`src/rtl/seq_word_adder.sv`:
```
// seq_word_adder: multi-cycle 12-bit adder built around an external 3-bit ripple slice
module seq_word_adder #(
    parameter int DIGIT_W = 3,
    parameter int DIGITS  = 4
) (
    input  logic                       clk,
    input  logic                       rst_n,
    input  logic                       i_in_valid,
    output logic                       o_in_ready,
    input  logic [DIGIT_W*DIGITS-1:0]  i_op_a,
    input  logic [DIGIT_W*DIGITS-1:0]  i_op_b,
    input  logic                       i_op_cin,
    output logic                       o_out_valid,
    input  logic                       i_out_ready,
    output logic [DIGIT_W*DIGITS-1:0]  o_result,
    output logic                       o_result_cout,
    output logic [DIGIT_W-1:0]         o_add_a,
    output logic [DIGIT_W-1:0]         o_add_b,
    output logic                       o_add_cin,
    input  logic [DIGIT_W-1:0]         i_add_sum,
    input  logic                       i_add_cout
);
    localparam int W     = DIGIT_W * DIGITS;
    localparam int CNT_W = (DIGITS > 1) ? $clog2(DIGITS) : 1;

    typedef enum logic [1:0] {IDLE, RUN, DONE} state_t;

    state_t             r_state;
    state_t             w_next;
    logic [W-1:0]       r_a;
    logic [W-1:0]       r_b;
    logic [W-1:0]       r_res;
    logic               r_carry;
    logic [CNT_W-1:0]   r_cnt;
    logic               w_accept;
    logic               w_run;
    logic               w_last;

    assign w_accept      = (r_state == IDLE) && i_in_valid;
    assign w_run         = (r_state == RUN);
    assign w_last        = (r_cnt == CNT_W'(DIGITS - 1));
    assign o_result      = r_res;
    assign o_result_cout = r_carry;

    // State register; reset aborts any operation in flight
    always_ff @(posedge clk) begin
        if (!rst_n) r_state <= IDLE;
        else        r_state <= w_next;
    end

    // Next-state and handshake/slice outputs; the slice sees zeros outside RUN
    always_comb begin
        w_next      = r_state;
        o_in_ready  = (r_state == IDLE);
        o_out_valid = (r_state == DONE);
        o_add_a     = w_run ? r_a[DIGIT_W-1:0] : '0;
        o_add_b     = w_run ? r_b[DIGIT_W-1:0] : '0;
        o_add_cin   = w_run ? r_carry : 1'b0;
        if (w_accept)                          w_next = RUN;
        else if (w_run && w_last)              w_next = DONE;
        else if (o_out_valid && i_out_ready)   w_next = IDLE;
    end

    // Datapath: latch operands on accept, then consume one digit per RUN cycle,
    // inserting each slice sum at the top so digit 0 lands in the low bits
    always_ff @(posedge clk) begin
        if (!rst_n) begin
            r_a     <= '0;
            r_b     <= '0;
            r_res   <= '0;
            r_carry <= 1'b0;
            r_cnt   <= '0;
        end else if (w_accept) begin
            r_a     <= i_op_a;
            r_b     <= i_op_b;
            r_res   <= '0;
            r_carry <= i_op_cin;
            r_cnt   <= '0;
        end else if (w_run) begin
            r_a     <= r_a >> DIGIT_W;
            r_b     <= r_b >> DIGIT_W;
            r_res   <= {i_add_sum, r_res[W-1:DIGIT_W]};
            r_carry <= i_add_cout;
            r_cnt   <= r_cnt + 1'b1;
        end
    end
endmodule

```
`config.mk`:
```
export PLATFORM = sky130hd
export DESIGN_NAME = seq_word_adder
export DESIGN_NICKNAME = d
export VERILOG_FILES = /design/src/rtl/seq_word_adder.sv
export SDC_FILE = /design/constraint.sdc
export NUM_CORES = 1
export LEC_CHECK = 0
export ABC_AREA = 1
export BUFFER_PORTS_ARGS = -buffer_cell sky130_fd_sc_hd__buf_2
export CORE_MARGIN = 4
export CORE_UTILIZATION = 45
export CTS_CLUSTER_SIZE = 10
export DETAILED_ROUTE_END_ITERATION = 8
export HOLD_SLACK_MARGIN = 0.06
export PLACE_DENSITY = 0.74
export SLEW_MARGIN = 15
export SYNTH_ARGS = -nofsm -noshare
export SYNTH_HDL_FRONTEND = slang
export SYNTH_SLANG_ARGS = --single-unit
export TNS_END_PERCENT = 50
```
`constraint.sdc`:
```
create_clock -name clk -period 1.2 [get_ports clk]
set_clock_uncertainty 0.05 [all_clocks]
set_input_delay 0.12 -clock clk [delete_from_list [all_inputs] [get_ports clk]]
set_output_delay 0.12 -clock clk [all_outputs]
set_load 0.01 [all_outputs]
```
==> results.md, run 1 <==
* CTS max path bufs at 2
* Area leader, netlist: dfxtp_1
* Largest net degree at the start of global routing at 25
* Placed wire-length estimate at 3005 um
* CTS Root Cell: clkbuf_8
* CTS tree: done
* Relative slew margins at 0.8224
* Top Ports at 55
* Critical Path Slowest Stage Cell: dfxtp_4
* Clk sinks at 41
* Worst EP required at 1.03 ns
* Worst Reg-to-Reg Cells at 7
* Total CTS buffers at 5
* Crit path max fanout at 9
* Max incr delay on CP at 0.37 ns
* Synth Register Bits at 41
* DR WL/cell at 12.15 um
* DR vias/cell at 4.843
* Synth warn at 0
* Kind of start point of the critical path: flip-flop
* MaxCap Viol Count at 0
* Die Span X at 72.97 um
* Insertion delay to the later sink of the worst-skew pair at 0.30 ns
* Final #Nets at 396
* Congestion Overflow GR at 0
* Largest family of logic cells by synthesized area: simple AND/OR/NAND/NOR gates
* Leakage power at 0.001353 uW
* Post-synthesis mux area share at 0
* Final WS setup at -0.1344 ns
* Pre-CTS worst setup slack at -0.08434 ns
* Core Region at 4029 um2
* VDD IR max at 0.8882 mV
* Crit-path cells: nor2_4 > inv_2 > buf_12 > nor2_1 > buf_2
* Fraction of synthesized cell area in xor and xnor cells at 0.004611
* Hold Worst Slack at 0.07985 ns
* RSZ-0062 raised after global routing: true
* H-tree levels at 2
* FMAX at 749.4 MHz
* Syn_nets at 316
* Die Y-Extent at 72.97 um
* Reg clk slew, reported paths at 0.08 ns
* Power Density at 1239 nW/um2
* Port Buffers at 54
* Die Area at 5324 um2
* Initial Util at 0.4714
* DRC at 0
* Slew Limit Fails at 0
* Cell area after synthesis at 1899 um2
* Diodes inserted at 0
* Synth area leaders: dfxtp_1 (43%), nand2_1 (19%), a21oi_1 (8.7%), nand3_1 (8.2%), inv_1 (5.3%)
* Min-delay worst type: input port to flip-flop
* Post-synthesis compound-gate area fraction at 0.09552
* Setup violations, final at 41
* Routability cong. at 0.7994
* Worst endpoint data arrival time at 1.16 ns
* Vias in the first global route at 1759
* DRT antenna net count at 0
* P&R area growth vs syn at 47.56%
* Layout cells sized above 1 at 0.3361
* Worst Hold Depth at 5
* Drt pass-1 iters at 5
* Vias at 2000
* Avg Synthesized Cell Area at 6.735 um2
* # rows at 23
* Tot GR Track Use at 0.1936
* Register area share after synthesis at 0.4321
* Least-Margin Pin Slew at 0.2663 ns
* Simple-Gate Fraction of Synth Area at 0.3439
* Starting DRT DRC Count at 142
* Failing checks: negative setup slack
* Hold Fails Final Rpt at 0
* Synth top area share at 0.4321
* Status: finished, violations left
* Adder-Cell Fraction of Synth Area at 0.006588
* Initial antenna violation count at 0
* Distinct cells, synth at 17
* First-pass GRT wire length at 8038 um
* Fin crit share at 1.112
* Tmin final at 1.334 ns
* Cell count after synthesis at 282
* WL final at 5018 um
* Setup CP Type: flip-flop to output port
* Endpoint class of the critical path: output port
* Most frequent cells in the layout: nand2_1 (91), buf_2 (52), dfxtp_1 (39)
* Commonest non-fill, non-tap cell in the layout: nand2_1
state kept, by name, indices dropped and copies added, names as in the netlist:
register and flops:
r_cnt 2, o_result_cout 1, o_result 12, r_a 12
r_b 12, r_state 2
cell families after synthesis:
kind of cell | count (synthesis)
xor+xnor | 1
flops | 41
buf+inv | 48
fa+ha+maj | 1
simple gates | 157
compound gates | 34
area by class of cell:
| class | instances | area, um2 |
|---|---|---|
| fillers | 338 | 1226 |
| multi-input cells | 194 | 963.4 |
| flip-flops and latches | 41 | 825.8 |
| repair buffers | 89 | 693.2 |
| inverters | 31 | 123.9 |
| clock buffers | 5 | 68.82 |
| clock inverters | 3 | 65.06 |
| well taps | 50 | 62.56 |
synthesized netlist by cell type:
cell type and instances:
o21ai_4 1, nand2_2 4, clkbuf_1 2, nor2_4 2, dfxtp_1 41, ha_1 1, xnor2_1 1, inv_1 27
buf_6 3, clkinv_1 3, inv_2 1, nand2_1 97, buf_4 2, a21oi_1 33, nand3_1 31, nor2_1 23
buf_2 10
stage by stage:
stage                       util  cells  cell area (um2)  power [uW]  TNS (ns)
after floorplan                -    282             1899        1819         0
after global routing      0.6957    413             2803        3606    -5.344
after detailed placement  0.5699    385             2296        2003    -1.146
after CTS                 0.6587    409             2654        3395    -2.217
after global placement    0.5699    385             2296        1994   -0.3975
final                     0.6957    413             2803        3473    -2.315
what timing repair did:
action                                  4_1_cts  5_1_grt
hold endpoints to repair                     10        0
hold buffers                                 10        0
resized for setup                            17       33
pin swaps                                     3       10
gates cloned                                  1        3
endpoints found under the setup margin       31       49
setup buffers                                 5        2
where the power goes:
part	total, uW	switching, uW	internal (uW)
clock network	1320	492	827
registers	1480	43.0	1430
logic	679	348	331
routing by layer:
layer | vias up | GRT usage | wire length, um
met5 | - | 0 | 0
met4 | 0 | 0.05533 | 48
met3 | 6 | 0.05647 | 332
met2 | 56 | 0.3307 | 2551
met1 | 904 | 0.2357 | 2085
li1 | 1034 | - | -
final timing paths:
check / startpoint / end / slack, ns
worst max register to register: r_state[0] / r_cnt[0] / -0.08
worst max-delay path: r_state[1] / o_add_cin / -0.13
worst min-delay path: i_add_cout / o_result_cout / 0.08
worst min register to register: o_result[1] / o_result[1] / 0.41
worst max-delay path, delay by kind of cell (launching register included):
kind / cells / cell delay [ns]
flops: 1 / 0.37
simple gates: 2 / 0.18
buf+inv: 3 / 0.32
No activity file was read; power rests on OpenSTA's default activity.
==> run 2: changes to the inputs <==
--- a/config.mk
+++ b/config.mk
@@ -8,11 +8,11 @@
 export ABC_AREA = 1
 export BUFFER_PORTS_ARGS = -buffer_cell sky130_fd_sc_hd__buf_2
 export CORE_MARGIN = 4
-export CORE_UTILIZATION = 45
+export CORE_UTILIZATION = 46
 export CTS_CLUSTER_SIZE = 10
 export DETAILED_ROUTE_END_ITERATION = 8
 export HOLD_SLACK_MARGIN = 0.06
-export PLACE_DENSITY = 0.74
+export PLACE_DENSITY = 0.75
 export SLEW_MARGIN = 15
 export SYNTH_ARGS = -nofsm -noshare
 export SYNTH_HDL_FRONTEND = slang
==> run 2 against run 1 <==
The flow still finishes with violations (negative setup slack). Maximum frequency grew 1.5%. Global-route usage shrank 0.81 points. Non-clock buffer count grew 5. Die area shrank 1.9%. Final area shrank 0.76%. Sequential power is essentially flat. Sequential share of layout area grew 0.23 points. Power shrank 13%. Largest power group unchanged.
==> results.md, run 2 (synthesis results as in run 1) <==
* Setup CP Type: flip-flop to output port (unchanged)
* Die Span X at 72.26 um (was 72.97 um)
* Insertion delay to the later sink of the worst-skew pair at 0.29 ns (was 0.30 ns)
* Routability cong. at 0.7848 (was 0.7994)
* Endpoint class of the critical path: output port (unchanged)
* Clk pwr share at 0.284 (was 0.380)
* Total CTS buffers at 5 (unchanged)
* Reg clk slew, reported paths at 0.07 ns (was 0.08 ns)
* FMAX at 760.5 MHz (was 749.4 MHz)
* P&R area growth vs syn at 46.44% (was 47.56%)
* Fin crit share at 1.096 (was 1.112)
* Status: finished, violations left (unchanged)
* DR vias/cell at 4.794 (was 4.843)
* Largest net degree at the start of global routing at 20 (was 25)
* Final #Nets at 400 (was 396)
* CTS tree: done (unchanged)
* # rows at 23 (unchanged)
* DR WL/cell at 12.18 um (was 12.15 um)
* Final Cell Area at 2781 um2 (was 2803 um2)
* Final WS setup at -0.1148 ns (was -0.1344 ns)
* CTS max path bufs at 2 (unchanged)
* Setup violations, final at 18 (was 41)
* Initial antenna violation count at 0 (unchanged)
* Failing checks: negative setup slack (unchanged)
* Layout cells sized above 1 at 0.3542 (was 0.3361)
* MaxCap Viol Count at 0 (unchanged)
* Leakage power at 0.001331 uW (was 0.001353 uW)
* Congestion Overflow GR at 0 (unchanged)
* Top Ports at 55 (unchanged)
* VDD IR max at 0.8944 mV (was 0.8882 mV)
* CTS Root Cell: clkbuf_8 (unchanged)
* Tot GR Track Use at 0.1854 (was 0.1936)
* Crit path max fanout at 4 (was 9)
* Internal power at 2164 uW (was 2590 uW)
* Finished Core Util at 0.6953 (was 0.6957)
* Fillers at 332 (was 338)
* First-pass GRT wire length at 7686 um (was 8038 um)
* Power Density at 1086 nW/um2 (was 1239 nW/um2)
* Psw at 857.1 uW (was 883.3 uW)
* Vias at 1999 (was 2000)
* Relative slew margins at 0.8332 (was 0.8224)
* Sequential group share of total power at 0.489 (was 0.425)
* Sw Share at 0.2837 (was 0.2543)
* Drt pass-1 iters at 4 (was 5)
* Min-delay worst type: input port to flip-flop (unchanged)
* RSZ-0062 raised after global routing: true (unchanged)
* Placed wire-length estimate at 3046 um (was 3005 um)
* Die Area at 5221 um2 (was 5324 um2)
* DRT antenna net count at 0 (unchanged)
* Commonest non-fill, non-tap cell in the layout: nand2_1 (unchanged)
* Die Y-Extent at 72.26 um (was 72.97 um)
* Vias in the first global route at 1747 (was 1759)
* Worst EP required at 1.03 ns (about the same)
* Port Buffers at 54 (unchanged)
* Area after DPL at 2326 um2 (was 2296 um2)
* DRC at 0 (unchanged)
* Tmin final at 1.315 ns (was 1.334 ns)
* Core Region at 4000 um2 (was 4029 um2)
* Starting DRT DRC Count at 122 (was 142)
* H-tree levels at 2 (unchanged)
* Clk sinks at 41 (unchanged)
* Most frequent cells in the layout: nand2_1 (89), buf_2 (52), dfxtp_1 (39) (was nand2_1 (91), buf_2 (52), dfxtp_1 (39))
* Kind of start point of the critical path: flip-flop (unchanged)
* Slew Limit Fails at 0 (unchanged)
* Hold Fails Final Rpt at 0 (unchanged)
* Combinational Power Share at 0.227 (was 0.195)
* Least-Margin Pin Slew at 0.2502 ns (was 0.2663 ns)
* Diodes inserted at 0 (unchanged)
* Initial Util at 0.4748 (was 0.4714)
* WL final at 5079 um (was 5018 um)
* Worst endpoint data arrival time at 1.14 ns (was 1.16 ns)
run 2: cell count changes in the layout (fill, tap and decap cells not counted), sizes merged:
cell | before | now
nand2 | 102 | 101
buf | 78 | 83
clkbuf | 6 | 7
bufinv | 2 | 0
clkinv | 4 | 5
run 2: timing repair:
item                                    4_1_cts  5_1_grt
pin swaps                                    10       11
setup buffers                                10        2
endpoints found under the setup margin       39       49
hold endpoints to repair                     10        0
resized for setup                            21       33
hold buffers                                 10        0
gates cloned                                  0        1
run 2: per-layer routing:
layer	track usage	routed length [um]
met1	0.2385	2191
met5	0	0
met2	0.2882	2472
met3	0.05263	305
met4	0.08351	110
run 2: cell type report:
type	count	area, um2	share of cell area
Clock inverter	2	10.01	0.003599
Multi-Input combinational cell	193	984.7	0.3540
Tap cell	50	62.56	0.02249
Clock buffer	6	72.57	0.02609
Timing Repair Buffer	94	704.4	0.2533
Inverter	31	121.4	0.04363
Sequential cell	41	825.8	0.2969
run 2: per-stage QoR:
step / hold WS [ns] / TNS [ns] / cells / setup slack, ns / power, uW
floorplan: 0.2142 / 0 / 282 / 0.006781 / 1819
global placement: 0.3197 / 0 / 389 / 0.04358 / 2013
detailed placement: 0.3239 / -0.2771 / 389 / -0.03789 / 2024
CTS: 0.08582 / -0.8162 / 415 / -0.06990 / 2941
global route: 0.1414 / -2.893 / 417 / -0.1564 / 3174
finish: 0.08658 / -1.083 / 417 / -0.1148 / 3021
run 2: worst max-delay path, stage by stage, from the launching register on:
cell and delay [ns]:
dfxtp_2 0.34, buf_6 0.13, nor2_4 0.15, buf_6 0.14, buf_6 0.09
run 2: worst paths after layout:
path | from | end | slack [ns] | depth (start not counted)
worst min register to register | o_result[1] | o_result[1] | 0.41 | 2
worst max-delay path | r_state[0] | o_in_ready | -0.11 | 4
worst min-delay path | i_add_cout | o_result_cout | 0.09 | 5
worst max register to register | r_state[0] | r_a[8] | -0.09 | 7
run 2: power by group through the flow:
stage                     clock (uW)  sequential [uW]  combinational, uW
after global placement             0             1500                512
after CTS                        878             1470                591
after global routing             941             1480                749
after floorplan                    0             1500                319
final                            859             1480                686
after detailed placement           0             1500                520
==> run 3: changes to the inputs <==
--- a/config.mk
+++ b/config.mk
@@ -8,11 +8,11 @@
 export ABC_AREA = 1
 export BUFFER_PORTS_ARGS = -buffer_cell sky130_fd_sc_hd__buf_2
 export CORE_MARGIN = 4
-export CORE_UTILIZATION = 46
+export CORE_UTILIZATION = 38
 export CTS_CLUSTER_SIZE = 10
 export DETAILED_ROUTE_END_ITERATION = 8
 export HOLD_SLACK_MARGIN = 0.06
-export PLACE_DENSITY = 0.75
+export MAX_ROUTING_LAYER = met4
 export SLEW_MARGIN = 15
 export SYNTH_ARGS = -nofsm -noshare
 export SYNTH_HDL_FRONTEND = slang
==> run 3 against run 2 <==
Utilization fell by 11 points. Largest power group unchanged. Sequential cell count stayed put. Non-clock buffer count fell by 2. Die area is 19% higher. Wire length is 1.9% lower. The run still ends with negative setup slack left. Clock power up 2%. Final area is 0.40% higher. Via count shrank 1.6%. Power hardly changed. Count of clock-buffer cells in the layout up 2.
==> results.md, run 3 (synthesis results as in run 1) <==
* Initial Util at 0.3969 (was 0.4748)
* Least-Margin Pin Slew at 0.3191 ns (was 0.2502 ns)
* Leakage power at 0.001332 uW (was 0.001331 uW)
* Largest net degree at the start of global routing at 27 (was 20)
* Fillers at 481 (was 332)
* Fin crit share at 1.102 (was 1.096)
* RSZ-0062 raised after global routing: true (unchanged)
* Starting DRT DRC Count at 76 (was 122)
* Slew Limit Fails at 0 (unchanged)
* Setup violations, final at 29 (was 18)
* Final Cell Area at 2793 um2 (was 2781 um2)
* Endpoint class of the critical path: output port (unchanged)
* Area after DPL at 2327 um2 (was 2326 um2)
* Die Area at 6194 um2 (was 5221 um2)
* Clk sinks at 41 (unchanged)
* Failing checks: negative setup slack (unchanged)
* H-tree levels at 2 (unchanged)
* Hold Worst Slack at 0.08807 ns (was 0.08658 ns)
* Insertion delay to the later sink of the worst-skew pair at 0.29 ns (about the same)
* Power Density at 1082 nW/um2 (was 1086 nW/um2)
* Congestion Overflow GR at 0 (unchanged)
* Finished Core Util at 0.5835 (was 0.6953)
* Kind of start point of the critical path: flip-flop (unchanged)
* Core Region at 4786 um2 (was 4000 um2)
* Worst EP required at 1.03 ns (about the same)
* Post-route insts no fill at 432 (was 417)
* P&R area growth vs syn at 47.04% (was 46.44%)
* Final #Nets at 398 (was 400)
* Die Span X at 78.70 um (was 72.26 um)
* Placed Instances at 405 (was 389)
* CTS max path bufs at 2 (unchanged)
* Tmin final at 1.323 ns (was 1.315 ns)
* WL final at 4984 um (was 5079 um)
* Layout cells sized above 1 at 0.3534 (was 0.3542)
* Crit-path cells: buf_6 > nor2_4 > buf_6 > buf_6 (unchanged)
* Relative slew margins at 0.7873 (was 0.8332)
* DR WL/cell at 11.54 um (was 12.18 um)
* # rows at 25 (was 23)
* Sum Neg Setup Slack at -1.453 ns (was -1.083 ns)
* Port Buffers at 54 (unchanged)
* Crit path max fanout at 4 (unchanged)
* Commonest non-fill, non-tap cell in the layout: nand2_1 (unchanged)
* Die Y-Extent at 78.70 um (was 72.26 um)
* CTS Root Cell: clkbuf_8 (unchanged)
* Worst endpoint data arrival time at 1.15 ns (was 1.14 ns)
* FMAX at 755.9 MHz (was 760.5 MHz)
* Reg clk slew, reported paths at 0.07 ns (about the same)
* Crit-path most repeated cell: buf_6 (unchanged)
* Hold Fails Final Rpt at 0 (unchanged)
* Drt pass-1 iters at 4 (unchanged)
* Critical Path Slowest Stage Cell: dfxtp_4 (was dfxtp_2)
* Vias in the first global route at 1787 (was 1747)
* DRC at 0 (unchanged)
* Top Ports at 55 (unchanged)
* VDD IR max at 0.4997 mV (was 0.8944 mV)
* CP top delay family: buffers and inverters (unchanged)
* Placed wire-length estimate at 3143 um (was 3046 um)
* Final WS setup at -0.1229 ns (was -0.1148 ns)
* MaxCap Viol Count at 0 (unchanged)
* Status: finished, violations left (unchanged)
* Routability cong. at 0.7669 (was 0.7848)
* Most frequent cells in the layout: nand2_1 (83), buf_2 (52), dfxtp_1 (39) (was nand2_1 (89), buf_2 (52), dfxtp_1 (39))
* Initial antenna violation count at 0 (unchanged)
* Diodes inserted at 0 (unchanged)
* CTS tree: done (unchanged)
* DRT antenna net count at 0 (unchanged)
* DR vias/cell at 4.556 (was 4.794)
* Total CTS buffers at 5 (unchanged)
* Tot GR Track Use at 0.1641 (was 0.1854)
* Max incr delay on CP at 0.35 ns (was 0.34 ns)
* Setup CP Type: flip-flop to output port (unchanged)
* Vias at 1968 (was 1999)
* First-pass GRT wire length at 7921 um (was 7686 um)
* Min-delay worst type: input port to flip-flop (unchanged)
* CP bufs+invs at 3 (unchanged)
==> run 3: cell types whose count changed in the layout (fill, tap and decap cells not counted), sizes merged <==
cell	change
clkinv	-2
buf	-3
clkbuf	+3
==> run 3: cell type report <==
class                      count  area (um2)  area share
tap                           67       83.83     0.03002
inverter                      31       121.4     0.04346
sequential                    41       828.3      0.2966
multi-input combinational    193       958.4      0.3432
timing repair buffer          92       720.7      0.2581
clock buffer                   8       80.08     0.02867
==> run 3: layer usage <==
metal,vias to the layer above,part of all wire,global-route usage
met4,0,0.012,0.06294
li1,1031,-,-
met5,-,0,-
met2,38,0.45,0.2640
met1,894,0.48,0.1993
met3,5,0.049,0.03968
==> run 3: worst paths after layout <==
| path | depth (start not counted) | slack (ns) | startpoint | to |
|---|---|---|---|---|
| max | 4 | -0.12 | r_state[0] | o_in_ready |
| min | 5 | 0.09 | i_add_cout | o_result_cout |
| max reg2reg | 7 | -0.08 | r_state[0] | r_a[5] |
| min reg2reg | 2 | 0.41 | o_result[2] | o_result[2] |
==> run 3: through the flow <==
step                      setup WS [ns]  total power [uW]
after floorplan                0.006781              1819
after global routing            -0.1712              3192
final                           -0.1229              3022
after detailed placement        -0.1345              2019
after global placement         -0.09802              2014
after CTS                      -0.09731              2944
==> run 3: worst reg2reg max path, cell delays in order (launching register included) <==
cell	delay [ns]
dfxtp_4	0.35
buf_6	0.13
nor2_4	0.16
buf_6	0.14
buf_6	0.12
nand3_2	0.07
nand2_2	0.08
a21oi_1	0.06
==> run 3: repair_timing <==
action,in CTS,in global routing
cloned,0,2
pin swaps,6,22
endpoints found under the setup margin,32,44
buffers inserted,6,2
hold buffers,10,0
endpoints found under the hold margin,10,0
resized for setup,19,42
==> run 3: power by group <==
| part | switching [uW] | total [uW] | internal [uW] |
|---|---|---|---|
| registers | 42.0 | 1470 | 1430 |
| logic | 344 | 673 | 329 |
| clock network | 460 | 874 | 414 |
| total | 846 | 3020 | 2180 |
